<file path="src/rtl/id_hazard_scoreboard_pkg.sv">
// -----------------------------------------------------------------------------
// id_hazard_scoreboard_pkg
// Shared constants for the ID-stage hazard scoreboard.
//   - REG_ADDR_W_DEF / CNT_W_DEF : default register-address and counter widths
//   - SB_* : bit offsets of the fields inside one scoreboard slot. The
//            destination field is last so the other offsets do not move when
//            the register-address width changes.
//   - slot_w() : total slot width for a given register-address width
// -----------------------------------------------------------------------------
package id_hazard_scoreboard_pkg;

  localparam int REG_ADDR_W_DEF = 4;
  localparam int CNT_W_DEF      = 16;

  // Slot layout: {dst, s_upd, mem_read, wb}
  localparam int SB_WB    = 0;
  localparam int SB_MEMRD = 1;
  localparam int SB_SUPD  = 2;
  localparam int SB_DST   = 3;

  function automatic int slot_w(input int reg_addr_w);
    return reg_addr_w + SB_DST;
  endfunction

endpackage

</file>
<file path="src/rtl/id_hazard_scoreboard_if.sv">
// -----------------------------------------------------------------------------
// id_hazard_scoreboard_if
// Bundles the ID-stage instruction descriptor, the branch/config inputs and
// the pipeline control outputs of the hazard scoreboard.
//   master : driven by the pipeline (decode stage / EXE branch unit)
//   slave  : the hazard scoreboard itself
// Signals:
//   fwd_en, branch_taken                      configuration / EXE branch
//   id_src1, id_src2, id_use_src1, id_two_src sources read by the ID instr
//   id_cond_flags                             ID instr reads NZCV
//   id_wb_en, id_dst, id_mem_read, id_s_update what the ID instr produces
//   freeze, idex_flush, ifid_flush            pipeline control
//   stall_cnt                                 saturating freeze-cycle count
//   dbg_exe_slot, dbg_mem_slot                scoreboard contents (observation)
// -----------------------------------------------------------------------------
interface id_hazard_scoreboard_if #(
  parameter int REG_ADDR_W = 4,
  parameter int CNT_W      = 16
);

  localparam int SLOT_W = REG_ADDR_W + 3;

  logic                  fwd_en;
  logic [REG_ADDR_W-1:0] id_src1;
  logic [REG_ADDR_W-1:0] id_src2;
  logic                  id_use_src1;
  logic                  id_two_src;
  logic                  id_cond_flags;
  logic                  id_wb_en;
  logic [REG_ADDR_W-1:0] id_dst;
  logic                  id_mem_read;
  logic                  id_s_update;
  logic                  branch_taken;

  logic                  freeze;
  logic                  idex_flush;
  logic                  ifid_flush;
  logic [CNT_W-1:0]      stall_cnt;
  logic [SLOT_W-1:0]     dbg_exe_slot;
  logic [SLOT_W-1:0]     dbg_mem_slot;

  modport master (
    output fwd_en, id_src1, id_src2, id_use_src1, id_two_src, id_cond_flags,
           id_wb_en, id_dst, id_mem_read, id_s_update, branch_taken,
    input  freeze, idex_flush, ifid_flush, stall_cnt, dbg_exe_slot, dbg_mem_slot
  );

  modport slave (
    input  fwd_en, id_src1, id_src2, id_use_src1, id_two_src, id_cond_flags,
           id_wb_en, id_dst, id_mem_read, id_s_update, branch_taken,
    output freeze, idex_flush, ifid_flush, stall_cnt, dbg_exe_slot, dbg_mem_slot
  );

endinterface

</file>
<file path="src/rtl/id_hazard_scoreboard_hazard_cmp.sv">
// -----------------------------------------------------------------------------
// hazard_cmp
// Compares one scoreboard slot against the two source registers of the
// instruction in ID. A slot that does not write back never matches.
//   wb_i, dst_i     : slot write-enable and destination
//   src1_i, src2_i  : ID source registers
//   match1_o/2_o    : slot writes the register named by src1/src2
// -----------------------------------------------------------------------------
module hazard_cmp #(
  parameter int REG_ADDR_W = 4
) (
  input  logic                  wb_i,
  input  logic [REG_ADDR_W-1:0] dst_i,
  input  logic [REG_ADDR_W-1:0] src1_i,
  input  logic [REG_ADDR_W-1:0] src2_i,
  output logic                  match1_o,
  output logic                  match2_o
);

  // Full-width equality: R15 is compared like any other register.
  assign match1_o = wb_i & (dst_i == src1_i);
  assign match2_o = wb_i & (dst_i == src2_i);

endmodule

</file>
<file path="src/rtl/id_hazard_scoreboard.sv">
// -----------------------------------------------------------------------------
// id_hazard_scoreboard
// Controls the ID/EX flush and the PC / IF/ID freeze. Tracks what each
// instruction that left ID will write, in a two-slot shift register
// (EXE, MEM), and detects RAW, load-use and flag hazards against the
// instruction currently in ID. A taken branch in EXE has priority: the ID
// instruction is discarded instead of frozen.
// Ports:
//   clk  : clock
//   rst  : asynchronous active-high reset
//   bus  : id_hazard_scoreboard_if.slave (ID descriptor in, controls out)
// All control outputs are combinational from the slots and the inputs.
// -----------------------------------------------------------------------------
module id_hazard_scoreboard
  import id_hazard_scoreboard_pkg::*;
#(
  parameter int REG_ADDR_W = REG_ADDR_W_DEF,
  parameter int CNT_W      = CNT_W_DEF
) (
  input  logic                   clk,
  input  logic                   rst,
  id_hazard_scoreboard_if.slave  bus
);

  localparam int SLOT_W = REG_ADDR_W + SB_DST;

  logic [SLOT_W-1:0] exe_q, exe_d;
  logic [SLOT_W-1:0] mem_q, mem_d;
  logic [CNT_W-1:0]  cnt_q, cnt_d;
  logic [SLOT_W-1:0] id_slot;

  logic m1x, m2x, m1m, m2m;
  logic raw_nofwd, raw_fwd, flag_hz, hz;
  logic freeze, idex_flush;

  // Descriptor of the instruction in ID, in slot layout.
  always_comb begin
    id_slot                         = '0;
    id_slot[SB_WB]                  = bus.id_wb_en;
    id_slot[SB_MEMRD]               = bus.id_mem_read;
    id_slot[SB_SUPD]                = bus.id_s_update;
    id_slot[SB_DST +: REG_ADDR_W]   = bus.id_dst;
  end

  hazard_cmp #(.REG_ADDR_W(REG_ADDR_W)) u_cmp_exe (
    .wb_i     (exe_q[SB_WB]),
    .dst_i    (exe_q[SB_DST +: REG_ADDR_W]),
    .src1_i   (bus.id_src1),
    .src2_i   (bus.id_src2),
    .match1_o (m1x),
    .match2_o (m2x)
  );

  hazard_cmp #(.REG_ADDR_W(REG_ADDR_W)) u_cmp_mem (
    .wb_i     (mem_q[SB_WB]),
    .dst_i    (mem_q[SB_DST +: REG_ADDR_W]),
    .src1_i   (bus.id_src1),
    .src2_i   (bus.id_src2),
    .match1_o (m1m),
    .match2_o (m2m)
  );

  // WB is never a source: the register file writes in the first half of WB.
  always_comb begin
    raw_nofwd  = (bus.id_use_src1 & (m1x | m1m)) | (bus.id_two_src & (m2x | m2m));
    // With forwarding only a load still in EXE cannot be bypassed in time.
    raw_fwd    = exe_q[SB_MEMRD] & ((bus.id_use_src1 & m1x) | (bus.id_two_src & m2x));
    // Flags are written at the end of EXE; no bypass path exists for them.
    flag_hz    = bus.id_cond_flags & exe_q[SB_SUPD];
    hz         = (bus.fwd_en ? raw_fwd : raw_nofwd) | flag_hz;
    freeze     = hz & ~bus.branch_taken;
    idex_flush = hz | bus.branch_taken;
  end

  always_comb begin
    exe_d = idex_flush ? '0 : id_slot;
    mem_d = exe_q;
    cnt_d = cnt_q;
    if (freeze && (cnt_q != {CNT_W{1'b1}})) begin
      cnt_d = cnt_q + CNT_W'(1);
    end
  end

  always_ff @(posedge clk or posedge rst) begin
    if (rst) begin
      exe_q <= '0;
      mem_q <= '0;
      cnt_q <= '0;
    end else begin
      exe_q <= exe_d;
      mem_q <= mem_d;
      cnt_q <= cnt_d;
    end
  end

  assign bus.freeze       = freeze;
  assign bus.idex_flush   = idex_flush;
  assign bus.ifid_flush   = bus.branch_taken;
  assign bus.stall_cnt    = cnt_q;
  assign bus.dbg_exe_slot = exe_q;
  assign bus.dbg_mem_slot = mem_q;

endmodule
</file>
<file path="src/flat_wrapper.sv">
// flat-port wrapper written by rule: the top's interface ports become plain ports
module id_hazard_scoreboard_flat import id_hazard_scoreboard_pkg::*;
#(
  parameter int REG_ADDR_W = REG_ADDR_W_DEF,
  parameter int CNT_W      = CNT_W_DEF
)
  (clk, rst, bus_fwd_en, bus_id_src1, bus_id_src2, bus_id_use_src1, bus_id_two_src, bus_id_cond_flags, bus_id_wb_en, bus_id_dst, bus_id_mem_read, bus_id_s_update, bus_branch_taken, bus_freeze, bus_idex_flush, bus_ifid_flush, bus_stall_cnt, bus_dbg_exe_slot, bus_dbg_mem_slot);
  id_hazard_scoreboard_if #(.REG_ADDR_W(REG_ADDR_W), .CNT_W(CNT_W)) bus_i ();
  input  logic clk;
  input  logic rst;
  input wire logic [$bits(bus_i.fwd_en)-1:0] bus_fwd_en;
  input wire logic [$bits(bus_i.id_src1)-1:0] bus_id_src1;
  input wire logic [$bits(bus_i.id_src2)-1:0] bus_id_src2;
  input wire logic [$bits(bus_i.id_use_src1)-1:0] bus_id_use_src1;
  input wire logic [$bits(bus_i.id_two_src)-1:0] bus_id_two_src;
  input wire logic [$bits(bus_i.id_cond_flags)-1:0] bus_id_cond_flags;
  input wire logic [$bits(bus_i.id_wb_en)-1:0] bus_id_wb_en;
  input wire logic [$bits(bus_i.id_dst)-1:0] bus_id_dst;
  input wire logic [$bits(bus_i.id_mem_read)-1:0] bus_id_mem_read;
  input wire logic [$bits(bus_i.id_s_update)-1:0] bus_id_s_update;
  input wire logic [$bits(bus_i.branch_taken)-1:0] bus_branch_taken;
  output wire logic [$bits(bus_i.freeze)-1:0] bus_freeze;
  output wire logic [$bits(bus_i.idex_flush)-1:0] bus_idex_flush;
  output wire logic [$bits(bus_i.ifid_flush)-1:0] bus_ifid_flush;
  output wire logic [$bits(bus_i.stall_cnt)-1:0] bus_stall_cnt;
  output wire logic [$bits(bus_i.dbg_exe_slot)-1:0] bus_dbg_exe_slot;
  output wire logic [$bits(bus_i.dbg_mem_slot)-1:0] bus_dbg_mem_slot;
  assign bus_i.fwd_en = bus_fwd_en;
  assign bus_i.id_src1 = bus_id_src1;
  assign bus_i.id_src2 = bus_id_src2;
  assign bus_i.id_use_src1 = bus_id_use_src1;
  assign bus_i.id_two_src = bus_id_two_src;
  assign bus_i.id_cond_flags = bus_id_cond_flags;
  assign bus_i.id_wb_en = bus_id_wb_en;
  assign bus_i.id_dst = bus_id_dst;
  assign bus_i.id_mem_read = bus_id_mem_read;
  assign bus_i.id_s_update = bus_id_s_update;
  assign bus_i.branch_taken = bus_branch_taken;
  assign bus_freeze = bus_i.freeze;
  assign bus_idex_flush = bus_i.idex_flush;
  assign bus_ifid_flush = bus_i.ifid_flush;
  assign bus_stall_cnt = bus_i.stall_cnt;
  assign bus_dbg_exe_slot = bus_i.dbg_exe_slot;
  assign bus_dbg_mem_slot = bus_i.dbg_mem_slot;
  id_hazard_scoreboard #(.REG_ADDR_W(REG_ADDR_W), .CNT_W(CNT_W)) u_core (.clk(clk), .rst(rst), .bus(bus_i));
endmodule
</file>
<file path="config.mk">
export PLATFORM = sky130hd
export DESIGN_NAME = id_hazard_scoreboard_flat
export DESIGN_NICKNAME = d
export VERILOG_FILES = /design/src/rtl/id_hazard_scoreboard_pkg.sv /design/src/rtl/id_hazard_scoreboard_if.sv /design/src/rtl/id_hazard_scoreboard_hazard_cmp.sv /design/src/rtl/id_hazard_scoreboard.sv /design/src/flat_wrapper.sv
export SDC_FILE = /design/constraint.sdc
export NUM_CORES = 1
export LEC_CHECK = 0
export ABC_CLOCK_PERIOD_IN_PS = 2460
export CAP_MARGIN = 20
export CORE_ASPECT_RATIO = 0.75
export CORE_UTILIZATION = 43
export CTS_CLUSTER_SIZE = 8
export DETAILED_ROUTE_END_ITERATION = 16
export GPL_ROUTABILITY_DRIVEN = 1
export PLACE_DENSITY = 0.83
export SLEW_MARGIN = 25
export SYNTH_ARGS = -nofsm -noshare
export SYNTH_HDL_FRONTEND = slang
export SYNTH_SLANG_ARGS = --single-unit
</file>
<file path="constraint.sdc">
create_clock -name clk -period 2.46 [get_ports clk]
set_input_delay 0.492 -clock clk [delete_from_list [all_inputs] [get_ports clk]]
set_output_delay 0.492 -clock clk [all_outputs]
set_load 0.05 [all_outputs]
</file>
==> reports/qor.csv, run 1 <==
metric,value,unit
status,finished clean,
Sequential cell area,755.7,um2
first-pass GRT wire length,5340,um
DRC,0,
most frequent cells in the layout,"43 x clkdlybuf4s50_1, 26 x dfrtp_1, 16 x xnor2_1",
GRT Total Usage,0.2186,
Die Ht,51.09,um
Setup crit end kind,output port,
pwr/cell area,649.8,nW/um2
Leak Pwr,0.9246,nW
critical-path maximum fanout,4,
vias per inst,5.161,
Least-Margin Pin Slew,0.5157,ns
Die W,67.45,um
Mapped Avg Cell Area,11.42,um2
area grow syn2layout,55.62,%
synth unique cells,22,
# setup viols final,0,
grt total ovfl,0,
critical path type,flip-flop to output port,
Tcrit/Tclk final,0.9946,
H-tree Lvls,2,
multi-input logic area,626.9,um2
Final Max Tran Viols,0,
Worst setup SP type,flip-flop,
final wirelength,3423,um
Routed WL per cell,15.28,um
total clock buffers created by CTS,5,
Hold Path Class,flip-flop to flip-flop,
row cnt,17,
Slew headroom,0.6552,
Synth Warn #,0,
clk_skew,0.003562,ns
post-DP HPWL,2566,um
max-cap viol count,0,
PortBufs,54,
DR vias,1156,
layout net count,208,
largest net degree at the start of global routing,31,
share of cells above drive strength 1,0.1613,
Final ANT Viol Nets,0,
Post-Syn Area,1381,um2
clock tree buffer depth,2,
vias in the first global route,1145,
register area share after synthesis,0.5435,
fmax,0.4087,GHz
TritonCTS clock tree,done,
worst skew pair latency,0.28,ns
die area,3445,um2
initial drt markers,28,
CP required,1.97,ns
Detailed Routing Iterations Pass 1,4,
GP Congestion,0.7655,
Cells after Synth,121,
initial antenna violation count,0,
syn_nets,144,
Initial Util,0.4606,
final hold viol count,0,
"commonest non-fill, non-tap cell in the layout",clkdlybuf4s50_1,
root buffer cell,clkbuf_8,
core box area,2999,um2
Sink Count,30,
Post-CTS Setup Inserts,0,
post-layout min period,2.447,ns
boundary pin count,55,
Crit path arrival time,1.95,ns
antenna cells,0,
Setup Total Neg Slack,0,ns
Seq cells post-synth,30,
Max VDD drop,0.0006853,V
number of fill cells,200,
"Reg clk slew, reported paths",0.06,ns
Hold Slack,0.3958,ns
# hold bufs at CTS,0,
per-stage QoR:
stage / utilization / setup slack, ns / power [mW] / cells / instance area [um2]
CTS: 0.7067 / 0.01644 / 1.401 / 224 / 2120
global placement: 0.6742 / -0.1297 / 0.9904 / 216 / 2022
floorplan: - / 0.03592 / 0.8343 / 121 / 1385
detailed placement: 0.6742 / -0.1904 / 1.002 / 216 / 2022
global route: 0.7167 / -0.04086 / 1.468 / 224 / 2150
finish: 0.7167 / 0.01333 / 1.397 / 224 / 2150
power by group:
part / switching, mW / total, mW / internal (mW)
Sequential: 0.0513 / 0.589 / 0.538
Combinational: 0.250 / 0.409 / 0.160
Clock: 0.174 / 0.399 / 0.225
Total: 0.475 / 1.40 / 0.922
layout make-up:
| cell class | instances | share of cell area |
|---|---|---|
| timing repair buffer | 61 | 0.2887 |
| multi-input combinational | 85 | 0.2916 |
| clock buffer | 7 | 0.04016 |
| clock inverter | 1 | 0.002328 |
| tap | 38 | 0.02212 |
| inverter | 2 | 0.003492 |
| sequential | 30 | 0.3516 |
repair_timing:
item / 4_1_cts / 5_1_grt
endpoints found under the hold margin: 0 / 0
setup endpoints to repair: 2 / 2
pin swaps: 4 / 8
resized for setup: 12 / 12
state kept, by name, summed over array words and instances (netlist names):
signal / flops
u_core.bus.dbg_mem_slot: 7
u_core.bus.dbg_exe_slot: 7
u_core.bus.stall_cnt: 16
per-layer routing:
layer	wire length, um	global-route usage	vias to the layer above	part of all wire
met2	1763	0.3333	36	0.52
met4	40	0.1206	0	0.012
met5	0	0	-	0
li1	-	-	533	-
met1	1467	0.2878	583	0.43
met3	151	0.04688	4	0.044
worst paths after layout:
path / from / to / cells past startpoint / slack, ns
hold reg to reg: u_core.bus.dbg_exe_slot[1]$_DFF_PP0_ / u_core.bus.dbg_mem_slot[1]$_DFF_PP0_ / 0 / 0.40
setup / recovery: u_core.bus.dbg_exe_slot[4]$_DFF_PP0_ / bus_idex_flush / 8 / 0.01
setup reg to reg: u_core.bus.dbg_exe_slot[4]$_DFF_PP0_ / u_core.bus.stall_cnt[1]$_DFFE_PP0P_ / 8 / 0.27
hold / removal: u_core.bus.dbg_exe_slot[1]$_DFF_PP0_ / u_core.bus.dbg_mem_slot[1]$_DFF_PP0_ / 0 / 0.40
min in group asynchronous: rst / u_core.bus.stall_cnt[1]$_DFFE_PP0P_ / 3 / 0.60
max in group asynchronous: rst / u_core.bus.dbg_exe_slot[4]$_DFF_PP0_ / 3 / 1.57
logic make-up after synthesis:
kind of cell | after synthesis | synth area share
buffers and inverters | 6 | 0.02989
and+or+nand+nor | 48 | 0.1866
AOI/OAI and AO/OA | 4 | 0.02626
adders and majority gates | 1 | 0.009057
muxes | 1 | 0.008152
DFF | 30 | 0.5435
xor gates and xnor gates | 31 | 0.1966
cell usage after synthesis (all sizes together):
library cell  instances  share of area
a41o                  1         0.0072
nor2                  4          0.011
ha                    1         0.0091
o21ai                 1         0.0036
xnor2                16           0.10
and2                  8          0.036
nand4                 6          0.027
xor2                 15          0.095
a21oi                 2          0.015
nor2b                 1         0.0045
nand2b                2         0.0091
and3                  4          0.018
dfrtp                30           0.54
and4                  1         0.0063
nand2                10          0.027
buf                   4          0.024
mux2                  1         0.0082
nor4                  4          0.018
inv                   2         0.0054
nand3                 8          0.029
critical path: stages, from the launching register on:
cell and delay [ns]:
dfrtp_2 0.46, xor2_1 0.18, nor4_1 0.32, nand4_1 0.15, and3_4 0.23, nand2_2 0.06
nor2_2 0.04, inv_1 0.09, buf_6 0.16
(Power assumes the default switching activity.)
==> run 2, diff against run 1 <==
--- a/config.mk
+++ b/config.mk
@@ -12,6 +12,7 @@
 export CTS_CLUSTER_SIZE = 8
 export DETAILED_ROUTE_END_ITERATION = 16
 export GPL_ROUTABILITY_DRIVEN = 1
+export MAX_ROUTING_LAYER = met4
 export PLACE_DENSITY = 0.83
 export SLEW_MARGIN = 25
 export SYNTH_ARGS = -nofsm -noshare
==> run 2 against run 1 <==
  * Clock skew rose by 0.00080 ns
  * Highest routed layer unchanged
  * Global-route usage rose by 0.80 points
  * Die area did not move
  * Power rose by 0.29%
  * Sequential power barely moved
  * Via count fell by 0.69%
  * Critical path depth did not move
  * Worst hold slack barely moved
  * Maximum frequency rose by 0.13%
  * Flip-flop and latch count did not move
==> reports/qor.csv, run 2 (synthesis results as in run 1) <==
metric,value,unit,change
post-DP HPWL,2566,um,unchanged
initial drt markers,38,,+36%
Slew headroom,0.6548,,about the same
fin util,0.7167,,unchanged
Least-Margin Pin Slew,0.5162,ns,+0.0005085 ns
area grow syn2layout,55.62,%,unchanged
largest net degree at the start of global routing,31,,unchanged
Die W,67.45,um,unchanged
row cnt,17,,unchanged
clock tree buffer depth,2,,unchanged
Final ANT Viol Nets,0,,unchanged
worst-path cell chain,"xor2_1, nor4_1, nand4_1, and3_4, nand2_2, nor2_2, inv_1, buf_6",,
Die Ht,51.09,um,unchanged
grt total ovfl,0,,unchanged
multi-input logic area,626.9,um2,unchanged
vias per inst,5.125,,-0.69%
post-layout min period,2.443,ns,-0.003274 ns
total clock buffers created by CTS,5,,unchanged
# hold bufs at CTS,0,,unchanged
"slowest stage delay, CP",0.46,ns,about the same
Tot Pwr,1.401,mW,+0.29%
number of fill cells,200,,unchanged
first-pass GRT wire length,5361,um,+0.39%
Max VDD drop,0.0006879,V,+0.38%
pwr/cell area,651.7,nW/um2,+0.29%
Detailed Routing Iterations Pass 1,4,,unchanged
"delay-heaviest family, CP",simple AND/OR/NAND/NOR gates,,
Crit path arrival time,1.95,ns,about the same
root buffer cell,clkbuf_8,,
Sequential cell area,755.7,um2,unchanged
share of cells above drive strength 1,0.1613,,unchanged
"slowest stage cell, crit path",dfrtp_2,,
vias in the first global route,1144,,-0.087%
DRC,0,,unchanged
Initial Util,0.4606,,unchanged
max reg flops,16,,unchanged
boundary pin count,55,,unchanged
slack of the worst reg-to-reg path,0.27,ns,about the same
layout net count,208,,unchanged
worst skew pair latency,0.28,ns,about the same
Sink Count,30,,unchanged
final hold viol count,0,,unchanged
Final Max Tran Viols,0,,unchanged
critical path type,flip-flop to output port,,
fmax,0.4093,GHz,+0.13%
"Reg clk slew, reported paths",0.06,ns,about the same
Worst setup SP type,flip-flop,,
GRT Total Usage,0.2267,,+0.008022
Post-CTS Setup Inserts,0,,unchanged
Routed WL per cell,15.41,um,+0.85%
"commonest non-fill, non-tap cell in the layout",clkdlybuf4s50_1,,
Setup crit end kind,output port,,
final wirelength,3452,um,+0.85%
Leak Pwr,0.9246,nW,unchanged
# setup viols final,0,,unchanged
max-cap viol count,0,,unchanged
TritonCTS clock tree,done,,
WP buf/inv,2,,unchanged
Tcrit/Tclk final,0.9933,,-0.001331
antenna cells,0,,unchanged
die area,3445,um2,unchanged
Hold Path Class,flip-flop to flip-flop,,
DP Worst Slack,-0.1904,ns,unchanged
clk_skew,0.004365,ns,+0.0008026 ns
initial antenna violation count,0,,unchanged
CP required,1.97,ns,about the same
critical-path maximum fanout,4,,unchanged
PortBufs,54,,unchanged
status,finished clean,,
GP Congestion,0.7757,,+1.3%
core box area,2999,um2,unchanged
most frequent cells in the layout,"43 x clkdlybuf4s50_1, 26 x dfrtp_1, 16 x xnor2_1",,
DR vias,1148,,-0.69%
H-tree Lvls,2,,unchanged
Setup WS post-layout,0.01660,ns,+0.003274 ns
[run 2: layout make-up]
type	instances	share of cell area
inverter	2	0.003492
sequential	30	0.3516
multi-input combinational	85	0.2916
tap	38	0.02212
clock inverter	1	0.002328
timing repair buffer	61	0.2887
clock buffer	7	0.04016
[run 2: power by group]
part           total (mW)  switching (mW)  internal, mW
clock               0.403           0.178         0.225
sequential          0.589          0.0512         0.537
combinational       0.410           0.250         0.160
[run 2: per-layer routing]
layer | vias up | GRT usage | part of all wire
met3 | 5 | 0.06027 | 0.041
met1 | 573 | 0.2892 | 0.43
met4 | 0 | 0.1099 | 0.013
li1 | 533 | - | -
met2 | 37 | 0.3333 | 0.51
met5 | - | - | 0
[run 2: worst paths after layout]
path                                                 startpoint                                    to  cells after the start
setup / recovery           u_core.bus.dbg_exe_slot[4]$_DFF_PP0_                        bus_idex_flush                      8
hold / removal             u_core.bus.dbg_exe_slot[1]$_DFF_PP0_  u_core.bus.dbg_mem_slot[1]$_DFF_PP0_                      0
setup reg to reg           u_core.bus.dbg_exe_slot[4]$_DFF_PP0_   u_core.bus.stall_cnt[1]$_DFFE_PP0P_                      8
hold reg to reg            u_core.bus.dbg_exe_slot[1]$_DFF_PP0_  u_core.bus.dbg_mem_slot[1]$_DFF_PP0_                      0
max in group asynchronous                                   rst  u_core.bus.dbg_exe_slot[4]$_DFF_PP0_                      3
min in group asynchronous                                   rst   u_core.bus.stall_cnt[1]$_DFFE_PP0P_                      3
[run 2: worst register-to-register path: stages, from the launching register on]
cell     delay [ns]
dfrtp_2        0.46
xor2_1         0.18
nor4_1         0.31
nand4_1        0.14
and3_4         0.23
buf_4          0.14
a21oi_4        0.13
buf_12         0.15
mux2_2         0.33
[run 2: timing repair]
action                                  4_1_cts  5_1_grt
resized for setup                            12       12
gates cloned                                  0        0
pin swaps                                     4        8
endpoints found under the setup margin        2        2
[run 2: metrics by stage]
stage | hold WS (ns) | area [um2] | TNS [ns] | std cells
6_report | 0.3959 | 2150 | 0 | 224
5_1_grt | 0.4194 | 2150 | -0.04444 | 224
4_1_cts | 0.4005 | 2120 | 0 | 224
3_5_place_dp | 0.3872 | 2022 | -2.011 | 216
3_3_place_gp | 0.3852 | 2022 | -1.032 | 216
2_1_floorplan | 0.3953 | 1385 | 0 | 121
